<file path="config.mk">
export PLATFORM = sky130hd
export DESIGN_NAME = spi_rx_sync_flat
export DESIGN_NICKNAME = d
export VERILOG_FILES = /design/src/rtl/spi_rx_sync_if.sv /design/src/rtl/spi_rx_sync.sv /design/src/flat_wrapper.sv
export SDC_FILE = /design/constraint.sdc
export NUM_CORES = 1
export LEC_CHECK = 0
export ABC_CLOCK_PERIOD_IN_PS = 2500
export CAP_MARGIN = 40
export CORE_MARGIN = 3
export CORE_UTILIZATION = 51
export CTS_CLUSTER_DIAMETER = 30
export DETAILED_ROUTE_END_ITERATION = 10
export GPL_TIMING_DRIVEN = 0
export PLACE_DENSITY_LB_ADDON = 0.25
export SYNTH_ARGS = -nofsm -noshare
export SYNTH_HDL_FRONTEND = slang
export SYNTH_SLANG_ARGS = --single-unit
</file>
<file path="constraint.sdc">
create_clock -name clk -period 2.5 [get_ports clk]
set_input_delay 0.5 -clock clk [delete_from_list [all_inputs] [get_ports clk]]
set_output_delay 0.5 -clock clk [all_outputs]
set_load 0.01 [all_outputs]
</file>
<file path="src/rtl/spi_rx_sync_if.sv">
// SPI pins plus the receive-FIFO read port of spi_rx_sync.
// slave = the receiver side, master = the SPI sender / byte consumer side.
interface spi_rx_sync_if #(
   parameter int DEPTH = 4
);
   localparam int LW = $clog2(DEPTH) + 1;

   logic          sclk;
   logic          cs;
   logic          mosi;
   logic [7:0]    rx_data;
   logic          rx_valid;
   logic          rx_ready;
   logic [LW-1:0] rx_level;

   modport slave (
      input  sclk, cs, mosi, rx_ready,
      output rx_data, rx_valid, rx_level
   );

   modport master (
      output sclk, cs, mosi, rx_ready,
      input  rx_data, rx_valid, rx_level
   );
endinterface

</file>
<file path="src/rtl/spi_rx_sync.sv">
// SPI slave receiver in the clk domain: synchronized pins, byte assembly, FWFT receive FIFO.
// Optional macro SPI_RX_OVF_CNT_EN adds ovf_count, a saturating count of dropped bytes.
module spi_rx_sync #(
   parameter int DEPTH = 4
) (
   input  logic clk,
   input  logic rst,
   spi_rx_sync_if.slave bus,
   output logic busy,
   output logic frame_err,
   output logic overflow
`ifdef SPI_RX_OVF_CNT_EN
   ,
   output logic [7:0] ovf_count
`endif
);
   localparam int AW = $clog2(DEPTH);
   localparam int LW = AW + 1;

   typedef enum logic {IDLE, SHIFT} state_t;

   logic sclk_meta, sclk_s, sclk_d;
   logic cs_meta, cs_s;
   logic mosi_meta, mosi_s;

   state_t     state;
   logic [2:0] bit_cnt;
   logic [6:0] shreg;
   logic       fall;
   logic       push;
   logic [7:0] push_data;

   logic [7:0]    mem [DEPTH];
   logic [AW-1:0] wr_ptr, rd_ptr;
   logic [LW-1:0] level;
   logic          full, pop, wr_en, drop;

   // Stage: pin synchronizers (idle levels on reset so no false edge appears)
   always_ff @(posedge clk) begin
      if (rst) begin
         sclk_meta <= 1'b1;
         sclk_s    <= 1'b1;
         sclk_d    <= 1'b1;
         cs_meta   <= 1'b1;
         cs_s      <= 1'b1;
         mosi_meta <= 1'b0;
         mosi_s    <= 1'b0;
      end else begin
         sclk_meta <= bus.sclk;
         sclk_s    <= sclk_meta;
         sclk_d    <= sclk_s;
         cs_meta   <= bus.cs;
         cs_s      <= cs_meta;
         mosi_meta <= bus.mosi;
         mosi_s    <= mosi_meta;
      end
   end

   assign fall      = sclk_d & ~sclk_s;
   // shreg holds the first seven bits; the eighth joins straight from mosi_s on the push
   assign push_data = {shreg, mosi_s};
   assign push      = (state == SHIFT) && !cs_s && fall && (bit_cnt == 3'd7);

   // Stage: frame FSM and byte assembly
   always_ff @(posedge clk) begin
      if (rst) begin
         state     <= IDLE;
         bit_cnt   <= 3'd0;
         shreg     <= 7'd0;
         busy      <= 1'b0;
         frame_err <= 1'b0;
      end else begin
         frame_err <= 1'b0;
         case (state)
            IDLE: begin
               bit_cnt <= 3'd0;
               if (!cs_s) begin
                  state <= SHIFT;
                  busy  <= 1'b1;
               end
            end
            SHIFT: begin
               if (cs_s) begin
                  state     <= IDLE;
                  busy      <= 1'b0;
                  bit_cnt   <= 3'd0;
                  frame_err <= (bit_cnt != 3'd0);
               end else if (fall) begin
                  shreg   <= push_data[6:0];
                  bit_cnt <= bit_cnt + 1'b1;
               end
            end
            default: begin
               state <= IDLE;
               busy  <= 1'b0;
            end
         endcase
      end
   end

   assign full  = (level == LW'(DEPTH));
   assign pop   = (level != '0) && bus.rx_ready;
   // A full FIFO still accepts a push when the head leaves in the same cycle
   assign wr_en = push && (!full || pop);
   assign drop  = push && full && !pop;

   // Stage: receive FIFO
   always_ff @(posedge clk) begin
      if (rst) begin
         wr_ptr   <= '0;
         rd_ptr   <= '0;
         level    <= '0;
         overflow <= 1'b0;
      end else begin
         if (wr_en) wr_ptr <= wr_ptr + 1'b1;
         if (pop)   rd_ptr <= rd_ptr + 1'b1;
         case ({wr_en, pop})
            2'b10:   level <= level + 1'b1;
            2'b01:   level <= level - 1'b1;
            default: level <= level;
         endcase
         if (drop) overflow <= 1'b1;
      end
   end

   always_ff @(posedge clk) begin
      if (wr_en) mem[wr_ptr] <= push_data;
   end

`ifdef SPI_RX_OVF_CNT_EN
   always_ff @(posedge clk) begin
      if (rst)
         ovf_count <= 8'd0;
      else if (drop && ovf_count != 8'hFF)
         ovf_count <= ovf_count + 1'b1;
   end
`endif

   assign bus.rx_valid = (level != '0);
   assign bus.rx_data  = bus.rx_valid ? mem[rd_ptr] : 8'h00;
   assign bus.rx_level = level;
endmodule

</file>
<file path="src/flat_wrapper.sv">
// flat-port wrapper written by rule: the top's interface ports become plain ports
module spi_rx_sync_flat 
#(
   parameter int DEPTH = 4
)
  (clk, rst, busy, frame_err, overflow, bus_sclk, bus_cs, bus_mosi, bus_rx_ready, bus_rx_data, bus_rx_valid, bus_rx_level);
  spi_rx_sync_if #(.DEPTH(DEPTH)) bus_i ();
  input  logic clk;
  input  logic rst;
  output logic busy;
  output logic frame_err;
  output logic overflow;
  input wire logic [$bits(bus_i.sclk)-1:0] bus_sclk;
  input wire logic [$bits(bus_i.cs)-1:0] bus_cs;
  input wire logic [$bits(bus_i.mosi)-1:0] bus_mosi;
  input wire logic [$bits(bus_i.rx_ready)-1:0] bus_rx_ready;
  output wire logic [$bits(bus_i.rx_data)-1:0] bus_rx_data;
  output wire logic [$bits(bus_i.rx_valid)-1:0] bus_rx_valid;
  output wire logic [$bits(bus_i.rx_level)-1:0] bus_rx_level;
  assign bus_i.sclk = bus_sclk;
  assign bus_i.cs = bus_cs;
  assign bus_i.mosi = bus_mosi;
  assign bus_i.rx_ready = bus_rx_ready;
  assign bus_rx_data = bus_i.rx_data;
  assign bus_rx_valid = bus_i.rx_valid;
  assign bus_rx_level = bus_i.rx_level;
  spi_rx_sync #(.DEPTH(DEPTH)) u_core (.clk(clk), .rst(rst), .bus(bus_i), .busy(busy), .frame_err(frame_err), .overflow(overflow));
endmodule
</file>
Word-level counts from Yosys, hierarchy flattened
Memory sizes are Yosys's and may differ from the RTL's. A register that Yosys moved wholly into a read port is not among the register bits.
Index checks and enable logic that the tools add are counted.
{"block": "classes", "muxes": 13, "n_eq_ne": 7, "reduce_logical": 17, "bitwise_logic": 4, "addsub": 5}
{"operator": "3-bit one-hot mux with 2 select lines", "count": 2}
{"operator": "8-bit two-way mux", "count": 1}
{"operator": "1-bit logical AND", "count": 7}
{"operator": "3-bit by 1-bit adder with 3-bit output, second input constant", "count": 2}
{"operator": "3-bit == test, second input constant", "count": 2}
{"operator": "3-bit two-way mux", "count": 2}
{"operator": "3-bit nonzero test", "count": 2}
{"operator": "1-bit two-way mux", "count": 5}
{"operator": "2-bit by 1-bit adder with 2-bit output, second input constant", "count": 2}
{"operator": "2-bit two-way mux", "count": 2}
{"operator": "1-bit logical NOT", "count": 3}
{"operator": "3-bit by 2-bit inequality test with 1-bit output, second input constant", "count": 1}
{"operator": "1-bit NOT", "count": 3}
{"operator": "3-bit AND reduction", "count": 1}
{"operator": "3-bit OR reduction", "count": 1}
{"operator": "3-bit by 1-bit subtractor with 3-bit output, second input constant", "count": 1}
{"operator": "2-bit by 1-bit == test with 1-bit output, second input constant", "count": 1}
{"operator": "2-bit == test, second input constant", "count": 1}
{"operator": "2-bit by 1-bit inequality test with 1-bit output, second input constant", "count": 1}
{"operator": "2-bit inequality test, second input constant", "count": 1}
{"operator": "1-bit one-hot mux with 2 select lines", "count": 1}
{"operator": "2-bit AND reduction", "count": 1}
{"operator": "2-bit nonzero test", "count": 1}
{"operator": "1-bit AND", "count": 1}
{"operator": "1-bit logical OR", "count": 1}
{"block": "word_totals", "mem_count": 1, "regBits": 28, "output_inout_bits": 15, "in_bits": 6, "ram_bits": 32}
{"memory": "u_core.mem", "depth": 4, "word_bits": 8, "rd": 1, "rd_clocked_by_memory_dff": 1, "write_ports": 1, "line": "spi_rx_sync.sv:33", "source": "logic [7:0] mem [DEPTH];"}

Depth between registers and ports, before layout
Gate-level depths: netlist of run 1.
{"block": "depth", "ltp_word": 7, "mapped_depth": 11, "ltp_nobuf": 10}

Worst setup path after synthesis of run 1
Ideal clock, no wire load.
{"block": "synth_path", "path_kind": "in2reg", "start": "in bus_rx_ready", "end": "reg u_core.level[2], in the netlist u_core.bus.rx_level[2]", "n_path_buf": 1, "path_stages": 10, "setup_ps": 70, "slack_ps": 173, "arrival_time_ps": 2257, "cell_sequence": "nor4b_2 and4b_1 buf_6 inv_1 ha_1 inv_1 fa_1 xor2_1 or3_1 a21oi_1"}
{"block": "synth_via", "elab_chain_len": 5}
{"element": "start: declaration", "line": "flat_wrapper.sv:16", "source": "input wire logic [$bits(bus_i.rx_ready)-1:0] bus_rx_ready;"}
{"element": "1-bit logical AND *", "line": "spi_rx_sync.sv:102", "source": "assign pop = (level != '0) && bus.rx_ready;"}
{"element": "1-bit logical OR", "line": "spi_rx_sync.sv:104", "source": "assign wr_en = push && (!full || pop);"}
{"element": "1-bit logical AND", "line": "spi_rx_sync.sv:104"}
{"element": "2-bit by 1-bit == test with 1-bit output / 2-bit == test (equally long branches)", "line": "spi_rx_sync.sv:117", "source": "case ({wr_en, pop})"}
{"element": "3-bit one-hot mux with 2 select lines / 2-bit nonzero test (equally long branches)"}
{"element": "end signal: assignment", "line": "spi_rx_sync.sv:118", "source": "2'b10: level <= level + 1'b1;"}
{"element": "end signal: assignment", "line": "spi_rx_sync.sv:119", "source": "2'b01: level <= level - 1'b1;"}
{"element": "end signal: assignment", "line": "spi_rx_sync.sv:120", "source": "default: level <= level;"}
{"element": "end: declaration", "line": "spi_rx_sync.sv:35", "source": "logic [LW-1:0] level;"}
Mark *: on every way between the ends. The rest lies on a longest branch, timed or not.
A chain may end at the register's enable or synchronous reset.

==> impl_metrics.toml, run 1 <==
[worst_setup_path]
r2r_cells = 10
r2r_end = "u_core.bus.rx_level[2]$_SDFFE_PP0P_"
cp_data_arrival_time_ns = 1.92
rrSetupSlack_ns = 0.12
path_max_fanout = 8
cp.required_ns = 2.00
worstSetupPathType = "flop to output pin"
cp-start-kind = "flop"
cpPeakStageDelay_ns = 0.49
slowest_stage = "mux4_2"
crit-reg2reg-launch = "u_core.bus.rx_level[1]$_SDFFE_PP0P_"
cp_cell_sequence = "buf_6, mux4_2, nor2b_1, clkdlybuf4s50_1"
crit_path_end_kind = "output pin"

[floorplan]
fp.coreArea_sq_um = 4500
start_util_pct = 54.7
fp.dieArea_sq_um = 5700
die_w_um = 75.5
ios = 21
die_h_um = 75.5
num_rows = 24

[final_layout]
stdcell_area_sq_um = 2930
fin_nets = 226
antenna-diode-count = 0
drive_gt1_share_pct = 17.8
stdcell_count = 265
mostFrequentLayoutCell = "edfxtp_1"
layout_common_cells = "edfxtp_1 (32), dfxtp_1 (30), nor2_1 (20)"
syn_to_final_growth_pct = 18.8

[placed_design]
place_ws_ns = -0.506
dp.cells = 247
port_buffers = 19
gp_congestion = 0.787
postPlaceCellArea_sq_um = 2720
dp_hpwl_mm = 2.66

[timing]
finalSetupViolCount = 0
finalCritPeriodShare_pct = 96.9
finalMaxSlewViolations = 0
rsz0062_at_grt = "false"
hold_viol_final = 0
worst_pin_slew_ns = 0.474
slew_headroom_pct = 68.4
finClkSkew_ns = 0.00697
holdWs_ns = 0.409
post-route-min-period_ns = 2.42
clock.fmax_mhz = 413
timing.final.ws_setup_ns = 0.0770

[grt]
grt_pass1_vias = 1432
antenna_found_initial = 0
grt_use_met1_pct = 18.8
grt_util_met2_pct = 27.7
busiest_layer = "met2"
use_met3_pct = 6.46
track_usage_pct = 16.9
globalRouteOverflowTotal = 0
grt_max_degree = 11
grt_first_pass_wirelength_mm = 6.71

[yosys]
netlist.area_leader.share_pct = 39.0
yosys.area_share.xor_xnor_pct = 1.42
synth_top_family_by_area = "multiplexers"
syn_avg_cell_area_sq_um = 14.0
synth_cell_type_count = 30
synth_edf_count = 32
synth_fa_ha_area_share_pct = 5.89
synthCells = 176
synth.largest_area_cell = "edfxtp_1"
synth_area_leaders = "edfxtp_1 (39%), dfxtp_1 (24%), mux4_2 (7.3%)"
ys.warnings.count = 0
yosys.area_share.simple_pct = 11.8
netlist_area_sq_um = 2460
synth_nets = 193
synthFlopType = "edfxtp_1"
async_flop_share_pct = 0
seq_area_frac_synth_pct = 63.4
ys_ff_latch = 62
synth_compound_area_share_pct = 1.98
muxShareOfSynthArea_pct = 12.0

[outcome]
status = "finished clean"

[clock_tree]
cts_root_buffer = "clkbuf_8"
clock-sinks = 62
htree_levels = 3
cts_buffers = 9
path_clk_slew_ns = 0.06
insertion_delay_ns = 0.33
hold_buffers = 0
cts_buffer_depth = 2
cts_tree = "done"

[routing]
num_vias = 1372
vias_per_cell = 5.18
drc_errors = 0
final_antenna_net_count = 0
drt-initial-drc-count = 91
postRouteWirelength_mm = 4.01
wl_per_cell_um = 15.1
drtPass1Iterations = 4

[pwr]
p_int_uw = 1440
combPwrFrac_pct = 1.6
power.switching_uw = 355
seqPwrFrac_pct = 59.7
vdd_ir_drop_max_uv = 339
switching_share_pct = 19.8
p_per_area_nw_per_um2 = 613
power_frac_clock_pct = 38.7
leakage_uw = 0.00112

[min_path]
holdPathStages = 1
hp-class = "flop to flop"
hold_start = "u_core.cs_meta$_SDFF_PP1_"
hold_end = "u_core.cs_s$_SDFF_PP1_"

[flow_run]
cap_viol_max_count = 0
-- how the worst max path moves through the flow --
| stage | endpoint | startpoint | slack, ns |
|---|---|---|---|
| floorplan | u_core.bus.rx_level[2]$_SDFFE_PP0P_ | bus_rx_ready | 0.17 |
| global placement | u_core.bus.rx_level[2]$_SDFFE_PP0P_ | bus_rx_ready | -0.42 |
| detailed placement | u_core.bus.rx_level[2]$_SDFFE_PP0P_ | bus_rx_ready | -0.51 |
| CTS | bus_rx_data[1] | flop | 0.004 |
| global route | bus_rx_data[7] | flop | 0.002 |
| finish | bus_rx_data[0] | flop | 0.08 |
-- per-layer routing --
| metal | vias up | share of wire [%] |
|---|---|---|
| met5 | - | 0 |
| li1 | 677 | - |
| met4 | 0 | 2.7 |
| met2 | 26 | 50 |
| met1 | 660 | 42 |
| met3 | 9 | 4.6 |
-- synth_stat cells (2+ instances only) --
| cell type | number |
|---|---|
| nand2_1 | 2 |
| xor2_1 | 3 |
| o21ai_0 | 2 |
| ha_1 | 10 |
| or2_2 | 5 |
| and2_2 | 4 |
| clkbuf_1 | 6 |
| nand2b_1 | 2 |
| dfxtp_1 | 30 |
| mux2i_1 | 10 |
| buf_2 | 2 |
| edfxtp_1 | 32 |
| nor2b_1 | 12 |
| nor2_1 | 20 |
| inv_1 | 11 |
| mux4_2 | 8 |
| a21oi_1 | 3 |
| or3_1 | 2 |
-- registers in the layout (all words and copies together) (netlist names), 2 cells and up, named ones only --
name / count
u_core.mem: 32
u_core.bus.rx_level: 3
u_core.rd_ptr: 2
u_core.shreg: 7
u_core.bit_cnt: 3
u_core.wr_ptr: 2
-- metrics by stage --
| step | setup TNS (ns) | total power (uW) | utilization, % |
|---|---|---|---|
| finish | 0 | 1790 | 64.9 |
| global route | 0 | 1860 | 64.9 |
| detailed placement | -0.806 | 1120 | 60.3 |
| CTS | 0 | 1810 | 64.0 |
| floorplan | 0 | 1110 | - |
| global placement | -0.635 | 1120 | 60.3 |
-- cells by family after synthesis --
family | after synthesis
AND/OR/NAND/NOR | 52
multiplexers | 19
buffers and inverters | 20
AO/OA/AOI/OAI | 8
flip-flops | 62
XOR/XNOR | 4
adder cells (fa/ha/maj) | 11
-- repair_timing --
item	4_1_cts	5_1_grt
pin swaps	1	1
gates resized for setup	5	8
buffers inserted	1	3
setup endpoints to repair	9	9
-- critical path: cells and delay by family, from the launching register on --
kind                   cells  cell delay (ns)
buffers and inverters      2             0.64
muxes                      1             0.49
DFF                        1             0.33
and+or+nand+nor            1             0.13
-- power by group through the flow --
stage | Sequential, uW | Combinational (uW) | Clock (uW)
floorplan | 1090 | 15.4 | 0
global placement | 1090 | 28.5 | 0
detailed placement | 1090 | 29.5 | 0
CTS | 1070 | 29.3 | 710
global route | 1070 | 32.2 | 760
finish | 1070 | 28.6 | 694
-- cell type report --
cell class              count  area [sq um]
plain buffers               8          47.5
clock buffers              15           146
fillers                   333          1580
inverters                  11          41.3
multi-input cells          94           830
flip-flops and latches     62          1560
well taps                  52          65.1
repair buffers             23           234
Note: power is estimated with default switching activity, not from simulation.
==> run 2: changes to the inputs <==
- CORE_UTILIZATION: 51 -> 35
- GPL_TIMING_DRIVEN: 0 -> unset
==> run 2 against run 1 <==
Effect of this change:
- via count grew 0.66%
- register-to-register slack improved by 0.15 ns
- clock skew is 0.0023 ns higher
- global-route usage decreased by 5.6 points
- hold slack worse by 0.0088 ns
- cell count grew 18%
- wire length rose by 1.1%
- clock power rose by 2.9%
- critical path type unchanged
- largest cell class unchanged
- highest routed layer unchanged
==> impl_metrics.toml, run 2 (synthesized netlist as in run 1, its figures left out) <==
[pwr]
p_per_area_nw_per_um2 = 599
combPwrFrac_pct = 1.8
p_int_uw = 1440
leakage_uw = 0.00109
power.switching_uw = 381
switching_share_pct = 21.0
vdd_ir_drop_max_uv = 261
power.total_uw = 1820
seqPwrFrac_pct = 58.9
power_frac_clock_pct = 39.3

[timing]
finalSetupViolCount = 0
clock.fmax_mhz = 410
holdWs_ns = 0.401
hold_viol_final = 0
post-route-min-period_ns = 2.44
slew_headroom_pct = 67.8
finClkSkew_ns = 0.00926
finalMaxSlewViolations = 0
finalCritPeriodShare_pct = 97.7
worst_pin_slew_ns = 0.481

[outcome]
status = "finished clean"

[clock_tree]
hold_buffers = 0
cts_tree = "done"
path_clk_slew_ns = 0.07
insertion_delay_ns = 0.34
cts_buffers = 9
clock-sinks = 62
cts_root_buffer = "clkbuf_8"
htree_levels = 3
cts_buffer_depth = 2

[worst_setup_path]
cp.required_ns = 2.00
crit_path_end_kind = "output pin"
cp-start-kind = "flop"
worstSetupPathType = "flop to output pin"
crit-reg2reg-launch = "u_core.bit_cnt[0]$_SDFFE_PP0P_"
path_max_fanout = 8
cp_data_arrival_time_ns = 1.94

[final_layout]
syn_to_final_growth_pct = 23.3
multiInputGateArea_sq_um = 831
stdcell_count = 312
top_regs = "u_core.mem x32, u_core.shreg x7"
fin_nets = 231
drive_gt1_share_pct = 22.4
largest_register_ffs = 32
post-route-util_pct = 46.2
top_register = "u_core.mem"
mostFrequentLayoutCell = "edfxtp_1"
register_area_sq_um = 1560
antenna-diode-count = 0
layout_common_cells = "edfxtp_1 (32), dfxtp_1 (30), nor2_1 (20)"
nFillCells = 610

[grt]
grt_max_degree = 16
antenna_found_initial = 0
globalRouteOverflowTotal = 0
grt_pass1_vias = 1346
grt_first_pass_wirelength_mm = 6.85
track_usage_pct = 11.3

[routing]
drt-initial-drc-count = 99
postRouteWirelength_mm = 4.06
drtPass1Iterations = 4
wl_per_cell_um = 13.0
num_vias = 1381
drc_errors = 0
final_antenna_net_count = 0
vias_per_cell = 4.43

[min_path]
hp-class = "flop to flop"
hold_start = "u_core.sclk_meta$_SDFF_PP1_"

[floorplan]
num_rows = 29
start_util_pct = 37.5
die_h_um = 89.9
ios = 21
fp.dieArea_sq_um = 8080
die_w_um = 89.9
fp.coreArea_sq_um = 6570

[placed_design]
dp_hpwl_mm = 2.72
port_buffers = 20
dp.cells = 292
gp_congestion = 0.757

[flow_run]
cap_viol_max_count = 0
## run 2: final timing paths
| check | cells after the start | endpoint | slack [ns] |
|---|---|---|---|
| max | 4 | bus_rx_data[1] | 0.06 |
| min | 1 | u_core.sclk_s$_SDFF_PP1_ | 0.40 |
| max reg2reg | 10 | u_core.bus.rx_level[2]$_SDFFE_PP0P_ | 0.27 |
| min reg2reg | 1 | u_core.sclk_s$_SDFF_PP1_ | 0.40 |
## run 2: area by class of cell
cell class | instances | area share (%)
Clock inverter | 5 | 0.866
Inverter | 11 | 1.36
Sequential cell | 62 | 51.4
Tap cell | 93 | 3.83
Timing Repair Buffer | 36 | 10.8
Multi-Input combinational cell | 94 | 27.4
Clock buffer | 11 | 4.33
## run 2: metal layers
metal  vias up  track usage [%]  wire length (um)
met5         -                0                 0
met3         8             2.59               161
met1       660             15.2              1900
met2        25             15.5              1870
met4         0             8.80               132
li1        688                -                 -
## run 2: through the flow
| step | setup TNS, ns | area, sq um | setup WS (ns) |
|---|---|---|---|
| 5_1_grt | -0.000125 | 3040 | -0.000125 |
| 4_1_cts | 0 | 2990 | 0.00468 |
| 3_3_place_gp | -0.230 | 2830 | -0.230 |
| 2_1_floorplan | 0 | 2460 | 0.173 |
| 3_5_place_dp | -0.321 | 2830 | -0.286 |
| 6_report | 0 | 3040 | 0.0587 |
## run 2: critical path: stages, from the launching register on
cell	delay, ns
dfxtp_1	0.32
buf_6	0.16
mux4_2	0.50
nor2b_1	0.15
clkdlybuf4s50_1	0.47
## run 2: timing repair
action,in CTS,in global routing
pin swaps,0,1
setup buffers,0,4
setup endpoints to repair,7,5
resized for setup,2,3
hold endpoints to repair,0,0
## run 2: power by group through the flow
| stage | Clock [uW] | Combinational, uW | Sequential (uW) |
|---|---|---|---|
| final | 714 | 33.2 | 1070 |
| after global routing | 786 | 36.9 | 1070 |
| after CTS | 738 | 33.8 | 1070 |
| after detailed placement | 0 | 33.8 | 1090 |
| after global placement | 0 | 33.4 | 1090 |
| after floorplan | 0 | 15.4 | 1090 |
